[config.mk]
export PLATFORM = sky130hd
export DESIGN_NAME = exc_ctrl
export DESIGN_NICKNAME = d
export VERILOG_FILES = /design/src/rtl/exc_ctrl.sv
export SDC_FILE = /design/constraint.sdc
export NUM_CORES = 1
export LEC_CHECK = 0
export ABC_CLOCK_PERIOD_IN_PS = 3400
export CAP_MARGIN = 20
export CELL_PAD_IN_SITES_DETAIL_PLACEMENT = 1
export CELL_PAD_IN_SITES_GLOBAL_PLACEMENT = 1
export CORE_MARGIN = 8
export CORE_UTILIZATION = 30
export CTS_CLUSTER_SIZE = 28
export DETAILED_ROUTE_END_ITERATION = 16
export PLACE_DENSITY = 0.93
export SETUP_SLACK_MARGIN = 0.4
export SYNTH_ARGS = -nofsm -noshare
export SYNTH_HDL_FRONTEND = slang
export SYNTH_SLANG_ARGS = --single-unit
[constraint.sdc]
create_clock -name clk -period 3.4 [get_ports clk]
set_input_delay 0.68 -clock clk [delete_from_list [all_inputs] [get_ports clk]]
set_output_delay 0.68 -clock clk [all_outputs]
set_load 0.03 [all_outputs]
[src/rtl/exc_ctrl.sv]
// Exception/interrupt sequencer: picks one MEM-stage event by fixed priority,
// pulses the exception code to CP0, flushes the pipeline, then redirects the PC.
module exc_ctrl #(
    parameter logic [31:0] EXC_VECTOR   = 32'h0000_0040,
    parameter int          FLUSH_CYCLES = 2
) (
    input  logic        clk,
    input  logic        rst,
    input  logic        mem_valid_i,
    input  logic [31:0] mem_pc_i,
    input  logic        mem_in_delayslot_i,
    input  logic        mem_ri_i,
    input  logic        mem_syscall_i,
    input  logic        mem_eret_i,
    input  logic [31:0] cp0_status_i,
    input  logic [31:0] cp0_cause_i,
    input  logic [31:0] cp0_epc_i,
    output logic [31:0] exc_o,
    output logic [31:0] exc_pc_o,
    output logic        exc_delayslot_o,
    output logic        flush_o,
    output logic        redirect_o,
    output logic [31:0] redirect_pc_o,
    output logic        busy_o
);

    typedef enum logic [1:0] {
        IDLE     = 2'd0,
        FLUSH    = 2'd1,
        REDIRECT = 2'd2
    } state_t;

    localparam logic [31:0] CODE_INT  = 32'h1;
    localparam logic [31:0] CODE_RI   = 32'ha;
    localparam logic [31:0] CODE_SYS  = 32'h8;
    localparam logic [31:0] CODE_ERET = 32'he;
    localparam logic [3:0]  CNT_LOAD  = 4'(FLUSH_CYCLES - 1);

    state_t      state, state_n;
    logic [3:0]  cnt, cnt_n;
    logic [31:0] target;
    logic [31:0] code;
    logic        int_pend;
    logic        accept;

    // Status/Cause bits outside IE, EXL and the IM/IP fields play no part here.
    logic unused_cp0_bits;
    assign unused_cp0_bits = ^{cp0_status_i[31:16], cp0_status_i[7:2],
                               cp0_cause_i[31:16], cp0_cause_i[7:0]};

    assign int_pend = cp0_status_i[0] & ~cp0_status_i[1]
                    & (|(cp0_cause_i[15:8] & cp0_status_i[15:8]));

    // NOTE: every always_comb output gets a default first so no latch is inferred.
    always_comb begin
        code = 32'd0;
        if (mem_valid_i) begin
            if (int_pend)           code = CODE_INT;
            else if (mem_ri_i)      code = CODE_RI;
            else if (mem_syscall_i) code = CODE_SYS;
            else if (mem_eret_i)    code = CODE_ERET;
        end
    end

    assign accept = (state == IDLE) && (code != 32'd0);

    always_comb begin
        state_n = state;
        cnt_n   = cnt;
        unique case (state)
            IDLE: begin
                if (accept) begin
                    state_n = FLUSH;
                    cnt_n   = CNT_LOAD;
                end
            end
            FLUSH: begin
                if (cnt == 4'd0) state_n = REDIRECT;
                else             cnt_n   = cnt - 4'd1;
            end
            REDIRECT: state_n = IDLE;
            default:  state_n = IDLE;
        endcase
    end

    // NOTE: sequential state uses non-blocking assignments only, so every flop
    // samples pre-edge values regardless of statement order.
    always_ff @(posedge clk) begin
        if (rst) begin
            state           <= IDLE;
            cnt             <= 4'd0;
            target          <= 32'd0;
            exc_o           <= 32'd0;
            exc_pc_o        <= 32'd0;
            exc_delayslot_o <= 1'b0;
            flush_o         <= 1'b0;
            redirect_o      <= 1'b0;
            redirect_pc_o   <= 32'd0;
            busy_o          <= 1'b0;
        end else begin
            state  <= state_n;
            cnt    <= cnt_n;
            exc_o  <= accept ? code : 32'd0;
            if (accept) begin
                exc_pc_o        <= mem_pc_i;
                exc_delayslot_o <= mem_in_delayslot_i;
                // EPC is latched now because CP0 may overwrite it next cycle.
                target          <= (code == CODE_ERET) ? cp0_epc_i : EXC_VECTOR;
            end
            // Status outputs are registered from the next state to keep inputs off output paths.
            flush_o       <= (state_n != IDLE);
            busy_o        <= (state_n != IDLE);
            redirect_o    <= (state_n == REDIRECT);
            redirect_pc_o <= (state_n == REDIRECT) ? target : 32'd0;
        end
    end

endmodule

# Yosys cells after proc, flatten, opt, wreduce, memory -nomap -nowiden

Index checks and enable logic that the tools add are counted.

Register bits after elaboration: 137
Output and inout port bits: 100
Input bits: 135

Reduce and logical (&&, ||, !) cells: 10
Eq/ne operators: 5
Bitwise gates (word level): 6
Multiplexer cells: 12
Add/sub/neg operators: 1

Operators with widths:

| kind                | number |
|---|---|
| $eq 32x4->1 const B | 1 |
| $mux 32             | 1 |
| $reduce_bool 32->1  | 1 |
| $mux 4              | 7 |
| $and 8x8->8         | 1 |
| $pmux 4 s2          | 1 |
| $reduce_or 8->1     | 1 |
| $logic_not 4->1     | 1 |
| $mux 2              | 2 |
| $ne 2x2->1 const B  | 2 |
| $pmux 2 s2          | 1 |
| $reduce_bool 2->1   | 2 |
| $reduce_or 2->1     | 2 |
| $sub 4x1->4 const B | 1 |
| $not 1->1           | 3 |
| $reduce_and 3->1    | 1 |
| $and 1x1->1         | 2 |
| $eq 2x1->1 const B  | 1 |
| $eq 2x2->1 const B  | 1 |
| $logic_not 2->1     | 1 |
| $logic_and 1x1->1   | 1 |

# Logic depth before layout (Yosys ltp)

Gate-level depths: netlist of the first run.

Depth after elaboration: 12
Mapped depth: 6
Gate-level depth less buffers: 6

# Worst setup path after synthesis of the first run

No wires, ideal clock.

Path kind: input-to-reg
From: in mem_valid_i
To: reg target[22]
Arrival time: 1.887 ns
Cell stages on the path: 5
Path slack: 1.456 ns
Cell sequence: or3b_4 -> or2_4 -> nor3b_4 -> buf_6 -> a22o_2

Longest elaborated chain between the ends: 3
Elaborated cells between the ends (all ways): 5
Classes of those cells: 1 x eq/ne; 2 x mux; 2 x reduce/logical

RTL lines:

| what                                                     | RTL line | text |
|---|---|---|
| start, declared                                          | 9        | `input logic mem_valid_i,` |
| $mux 4 (*)                                               | 57       | `if (mem_valid_i) begin` |
| $eq 32x4->1 / $reduce_bool 32->1 (equally long branches) | 108, 65  |  |
| $mux 32 / $logic_and 1x1->1 (equally long branches)      | 108, 65  |  |
| end signal, assigned                                     | 108      | `target <= (code == CODE_ERET) ? cp0_epc_i : EXC_VECTOR;` |
| end, declared                                            | 41       | `logic [31:0] target;` |

Every way passes the cells marked *; elsewhere a longest branch is shown, timed or not.
A chain may end at the register's enable or synchronous reset.

# Worst setup path in the final report of the first run

From: in mem_ri_i
To: reg target[19]

Longest elaborated chain between the ends: 5
Elaborated cells between the ends (all ways): 7
Classes of those cells: 1 x eq/ne; 4 x mux; 2 x reduce/logical

RTL lines:

| what                                                     | RTL line | text |
|---|---|---|
| start, declared                                          | 12       | `input logic mem_ri_i,` |
| $mux 4 (*)                                               | 59       | `else if (mem_ri_i) code = CODE_RI;` |
| $mux 4 (*)                                               | 58       | `if (int_pend) code = CODE_INT;` |
| $mux 4 (*)                                               | 57       |  |
| $eq 32x4->1 / $reduce_bool 32->1 (equally long branches) | 108, 65  |  |
| $mux 32 / $logic_and 1x1->1 (equally long branches)      | 108, 65  |  |

Marked as above.

==> reports/qor.yml, run 1 <==
postCtsHoldBufs: 0
min_to: "redirect_pc_o[4]$_SDFF_PP0_"
multi_input_area_sq_um: 1679
grt_remaining_overflow: 0
routedWlPerCell_microns: 16.38
r2r-start: "state[1]$_SDFF_PP0_"
fill_cells: 1456
start_util_pct: 30.79
cp_slowest_cell: "nor3_1"
grt_max_degree: 80
max_cap_viol_count: 0
fmax_ghz: 0.4096
first_global_vias: 3566
ys_ff_latch: 109
final_util_pct: 45.60
holdCritStartpoint: "target[4]$_SDFFE_PP0P_"
status: "finished, final reports clean"
setup_viol: 0
finalSetupTns_ns: 0
clk_latency_ns: 0.35
start_kind: "input pin"
seq_power_share_pct: 46.8
crit_fanout: 31
netlist_instances: 373
antenna_found_initial: 0
slew_violations: 0
hold_viol_final: 0
cts_inserted_buffers: 9
yosys.area_share.simple_pct: 19.15
place_ws_ns: 0.6161
r2r_setup_slack_ns: 1.58
use_met2_pct: 22.17
drt_iter0_markers: 123
die_area_sq_um: 17580
min_period_over_period_pct: 71.81
crit_required_ns: 3.69
route.vias.total: 3113
synth_area_sq_um: 4078
clock_path_buffers: 2
clkTransAtPathRegs_ns: 0.08
fp-row-count: 42
synth_mux_area_share_pct: 8.101
crit_chain: "clkdlybuf4s50_1 -> nor3_1 -> nor2_1 -> a211oi_4 -> buf_4 -> a22o_1"
drc: 0
grt.total_usage_pct: 13.28
tritoncts: "done"
top_usage_layer: "met2"
wl_mm: 11.56
slowest_delay_ns: 0.57
viasPerCell: 4.409
die_w_microns: 132.6
relSlewSlack_pct: 56.92
synth_compound_area_share_pct: 9.880
p_leak_nw: 2.330
dpl.hpwl_mm: 8.854
gp_congestion: 0.7578
max_slew.worst_pin.slew_ns: 0.6413
path_class: "in -> reg"
coreArea_sq_um: 13240
min_period_ns: 2.441
areaGrowthSynthToFinish_pct: 48.08
synth_top_family_by_area: "simple AND/OR/NAND/NOR gates"
fin_nets: 661
ant_nets: 0
grt_pass1_wl_mm: 18.76
die_h_microns: 132.6
seqCellArea_sq_um: 2182
antenna_cells: 0
netSwitchingFraction_pct: 27.94
ys_seq_area_share_pct: 53.51
internal-power_mw: 2.082
comb_power_share_pct: 17.3
finClkSkew_ns: 0.007505
synthAdderAreaFrac_pct: 0.3068
p_per_area_nw_per_um2: 478.6
grt_use_met3_pct: 6.132
hold_ws_ns: 0.4652
end_kind: "flop"
dr.pass1.iters: 4
crit_arrival_ns: 2.73
synth_cell_types: 34
min_path_type: "reg -> reg"
ff2ff_path_depth: 5
num_io_pins: 235
netSwitchingPower_mw: 0.8072
yosys_warnings: 0
root_buffer: "clkbuf_16"
peakVddDrop_v: 0.0002095
port-buffer-count: 160
postCtsSetupRepairBufs: 0
rr_endpoint: "target[19]$_SDFFE_PP0P_"
syn_avg_cell_area_sq_um: 10.93
cts_max_level: 3
min_path_cells: 1
finalWorstSetupSlack_ns: 0.9586
drive_gt1_share_pct: 6.981
clock-sinks: 109
rsz0062_at_grt: "no"
synth-xor-area-share_pct: 0.4296
clockPowerShare_pct: 35.9
cts_resized: 0
gr-usage-met1_pct: 14.32
-- flip-flops by register name, summed over array words and instances (netlist names) --
| signal | flops |
|---|---|
| busy_o | 1 |
| cnt | 4 |
| exc_delayslot_o | 1 |
| exc_o | 4 |
| exc_pc_o | 32 |
| redirect_o | 1 |
| redirect_pc_o | 32 |
| state | 2 |
| target | 32 |
-- worst max-delay path by stage --
| stage | start | endpoint | cells past startpoint |
|---|---|---|---|
| 2_1_floorplan | mem_valid_i | target[22]$_SDFFE_PP0P_ | 5 |
| 3_3_place_gp | mem_ri_i | target[26]$_SDFFE_PP0P_ | 6 |
| 3_5_place_dp | mem_ri_i | target[3]$_SDFFE_PP0P_ | 6 |
| 4_1_cts | mem_ri_i | target[27]$_SDFFE_PP0P_ | 6 |
| 5_1_grt | mem_ri_i | target[12]$_SDFFE_PP0P_ | 6 |
| 6_report | mem_ri_i | target[19]$_SDFFE_PP0P_ | 6 |
-- synth_stat cells --
master | count | area (sq um)
nand4_1 | 1 | 6.260
nor3b_4 | 1 | 18.77
or2_4 | 1 | 8.760
buf_2 | 5 | 25.02
o21ai_0 | 2 | 10.01
or3b_2 | 1 | 8.760
nor4b_1 | 1 | 8.760
buf_4 | 31 | 232.7
o21a_1 | 1 | 7.510
a21oi_1 | 8 | 40.04
conb_1 | 1 | 3.750
buf_6 | 3 | 33.78
and2_1 | 32 | 200.2
dfxtp_1 | 109 | 2182
nand2b_1 | 70 | 437.9
a22oi_1 | 4 | 30.03
inv_1 | 3 | 11.26
xnor2_1 | 1 | 8.760
or3b_4 | 1 | 11.26
a211oi_1 | 1 | 7.510
ha_1 | 1 | 12.51
nor3_1 | 6 | 30.03
nor2_1 | 4 | 15.01
mux2i_1 | 33 | 330.3
nand3b_1 | 2 | 15.01
xor2_1 | 1 | 8.760
a22o_1 | 23 | 201.4
a22o_2 | 8 | 80.08
nor4_1 | 2 | 12.51
and2b_1 | 1 | 7.510
a41o_1 | 1 | 10.01
o32ai_1 | 1 | 8.760
clkbuf_1 | 12 | 45.04
o211ai_1 | 1 | 7.510
-- kinds of logic after synthesis --
kind of cell	after synthesis
AND/OR/NAND/NOR	123
flip-flops	109
buffers and inverters	54
AO/OA/AOI/OAI	50
multiplexers	33
XOR/XNOR	2
adder cells (fa/ha/maj)	1
other	1
-- worst max-delay path: cells and delay by family --
family          cells  cell delay, ns
buf+inv             2            0.82
simple gates        2            0.76
compound gates      2            0.45
-- power groups by stage --
stage / sequential [mW] / combinational [mW] / clock (mW)
detailed placement: 1.38 / 0.503 / 0
CTS: 1.35 / 0.505 / 1.08
floorplan: 1.45 / 0.223 / 0
global placement: 1.38 / 0.488 / 0
global route: 1.36 / 0.535 / 1.14
finish: 1.35 / 0.499 / 1.04
-- placed cells by master, fill, tap and decap left out, drive strengths merged, types with 4 or more instances in the layout --
cell type,count
clkdlybuf4s50,159
a22oi,4
nand2b,70
clkbuf,9
a22o,31
nor2,4
inv,8
mux2i,33
conb,28
buf,6
dfxtp,109
and2,32
nor3,6
a21oi,8
-- per-stage QoR --
step,instances,power [mW],instance area [sq um]
after global routing,706,3.037,6038
after detailed placement,690,1.885,5739
after global placement,690,1.867,5739
final,706,2.890,6038
after floorplan,400,1.676,4179
after CTS,706,2.941,6038
-- layer usage --
layer  vias to the layer above  share of wire [%]
met2                       138                 47
met1                      1469                 42
met5                         -                  0
met4                         0                1.5
li1                       1495                  -
met3                        11                9.7
-- cell type report --
cell class                 instances  area share [%]
tap                              176           3.647
sequential                       109           36.14
clock buffer                       9           3.730
inverter                           3          0.1865
multi-input combinational        237           27.81
clock inverter                     7           1.223
timing repair buffer             165           27.27
(Power assumes the default switching activity.)
==> run 2: changes to the inputs <==
--- a/config.mk
+++ b/config.mk
@@ -5,15 +5,15 @@
 export SDC_FILE = /design/constraint.sdc
 export NUM_CORES = 1
 export LEC_CHECK = 0
-export ABC_CLOCK_PERIOD_IN_PS = 3400
+export ABC_CLOCK_PERIOD_IN_PS = 2000
 export CAP_MARGIN = 20
 export CELL_PAD_IN_SITES_DETAIL_PLACEMENT = 1
 export CELL_PAD_IN_SITES_GLOBAL_PLACEMENT = 1
 export CORE_MARGIN = 8
-export CORE_UTILIZATION = 30
+export CORE_UTILIZATION = 25
 export CTS_CLUSTER_SIZE = 28
 export DETAILED_ROUTE_END_ITERATION = 16
-export PLACE_DENSITY = 0.93
+export PLACE_DENSITY = 0.84
 export SETUP_SLACK_MARGIN = 0.4
 export SYNTH_ARGS = -nofsm -noshare
 export SYNTH_HDL_FRONTEND = slang
==> constraint.sdc (replaced) <==
create_clock -name clk -period 2 [get_ports clk]
set_input_delay 0.4 -clock clk [delete_from_list [all_inputs] [get_ports clk]]
set_output_delay 0.4 -clock clk [all_outputs]
set_load 0.03 [all_outputs]
==> run 2 against run 1 <==
- register-to-register slack lost 1.4 ns
- first-iteration DRC count decreased by 42%
- die area rose by 17%
- power grew 77%
- clock-buffer cell count rose by 1
- final cell count is 10% higher
- sequential share of layout area fell by 3.3 points
- largest cell class unchanged
- cell area rose by 10%
- critical path type is now reg -> reg
==> reports/qor.yml, run 2 (synthesized netlist as in run 1, its figures left out) <==
min_period_ns: 1.780
path_class: "reg -> reg"
dp.cells: 738
die_h_microns: 143.7
fp-row-count: 46
gp_congestion: 0.7251
dpl.hpwl_mm: 9.536
port-buffer-count: 160
crit_arrival_ns: 2.07
p_per_area_nw_per_um2: 768.1
grt_pass1_wl_mm: 21.54
instances_no_fill: 778
max_cap_viol_count: 0
peakVddDrop_v: 0.0004367
start_kind: "flop"
finalWorstSetupSlack_ns: 0.2203
antenna_cells: 0
route.vias.total: 3276
min_period_over_period_pct: 88.98
num_io_pins: 235
rsz0062_at_grt: "yes"
crit_fanout: 8
clkTransAtPathRegs_ns: 0.08
coreArea_sq_um: 15940
multi_input_area_sq_um: 1832
drive_gt1_share_pct: 14.59
drt_iter0_markers: 71
ant_nets: 0
postCtsHoldBufs: 0
final_common_cell: "dfxtp_1"
start_util_pct: 25.58
place_ws_ns: -0.2233
end_kind: "flop"
layout_common_cells: "dfxtp_1, dlygate4sd2_1, nand2b_1"
die_area_sq_um: 20650
clock_path_buffers: 2
areaGrowthSynthToFinish_pct: 63.09
grt_remaining_overflow: 0
tritoncts: "done"
finClkSkew_ns: 0.006978
min_path_type: "in -> reg"
cts_max_level: 3
antenna_found_initial: 0
hold_ws_ns: 0.4383
cts_inserted_buffers: 9
setup_viol: 0
slew_violations: 0
clk_latency_ns: 0.35
fill_cells: 1753
root_buffer: "clkbuf_16"
crit_required_ns: 2.29
status: "finished, final reports clean"
viasPerCell: 4.211
design_area_sq_um: 6650
fmax_ghz: 0.5619
dr.pass1.iters: 4
p_leak_nw: 3.056
fin_nets: 693
wl_mm: 14.07
die_w_microns: 143.7
placed_cell_area_sq_um: 5874
p_total_mw: 5.108
drc: 0
clock-sinks: 109
grt_max_degree: 53
top_regs: "exc_pc_o: 32 flops, redirect_pc_o: 32 flops, target: 32 flops"
seqCellArea_sq_um: 2183
grt.total_usage_pct: 13.77
routedWlPerCell_microns: 18.08
first_global_vias: 3864
hold_viol_final: 0
## run 2: changes by cell type in the layout (fill, tap and decap cells not counted), moves of 6 or more
| cell | before | now |
|---|---|---|
| clkdlybuf4s50_1 | 159 | 66 |
| dlygate4sd2_1 | 0 | 84 |
| buf_6 | 0 | 10 |
| buf_4 | 4 | 13 |
| dlymetal6s2s_1 | 0 | 9 |
| a22o_2 | 8 | 0 |
| a22o_4 | 0 | 8 |
| buf_12 | 1 | 8 |
| buf_16 | 0 | 6 |
## run 2: layer usage
layer / global-route usage [%] / part of all wire, % / wire length, microns
met3: 5.474 / 8.5 / 1192
met1: 13.57 / 37 / 5255
met5: 0 / 0 / 0
met4: 4.704 / 1.7 / 234
met2: 25.63 / 52 / 7384
## run 2: layout make-up
cell class	count	share of cell area [%]
inverters	3	0.1693
clock buffers	10	3.594
clock inverters	6	0.9784
flip-flops and latches	109	32.83
multi-input cells	237	27.54
well taps	216	4.064
repair buffers	197	30.82
## run 2: worst max-delay path, stage by stage, from the launching register on
cell and delay (ns):
dfxtp_2 0.32, or3b_4 0.41, or2_4 0.26, nor3b_4 0.22, buf_6 0.16, buf_12 0.10, buf_12 0.11, a22o_1 0.14
## run 2: timing repair
action,4_1_cts,5_1_grt
setup endpoints to repair,147,104
setup buffers,13,5
gates resized for setup,123,18
endpoints found under the hold margin,0,0
pin swaps,10,9
gates cloned,6,0
## run 2: worst paths after layout
path                           start  cells past startpoint  slack (ns)                            to
min                              rst                      3        0.44        target[6]$_SDFFE_PP0P_
min reg2reg  target[12]$_SDFFE_PP0P_                      1        0.46  redirect_pc_o[12]$_SDFF_PP0_
max              state[1]$_SDFF_PP0_                      7        0.22        target[1]$_SDFFE_PP0P_
max reg2reg      state[1]$_SDFF_PP0_                      7        0.22        target[1]$_SDFFE_PP0P_
## run 2: power breakdown
group / internal (mW) / leakage, nW / switching [mW]
Clock: 0.918 / 0.150 / 0.894
Combinational: 0.475 / 2.02 / 0.523
Sequential: 2.25 / 0.886 / 0.0438
## run 2: through the flow
stage / utilization, % / setup TNS [ns]
floorplan: - / 0
detailed placement: 36.85 / -10.90
finish: 41.71 / 0
global route: 41.71 / 0
CTS: 40.92 / 0
global placement: 36.85 / -7.103
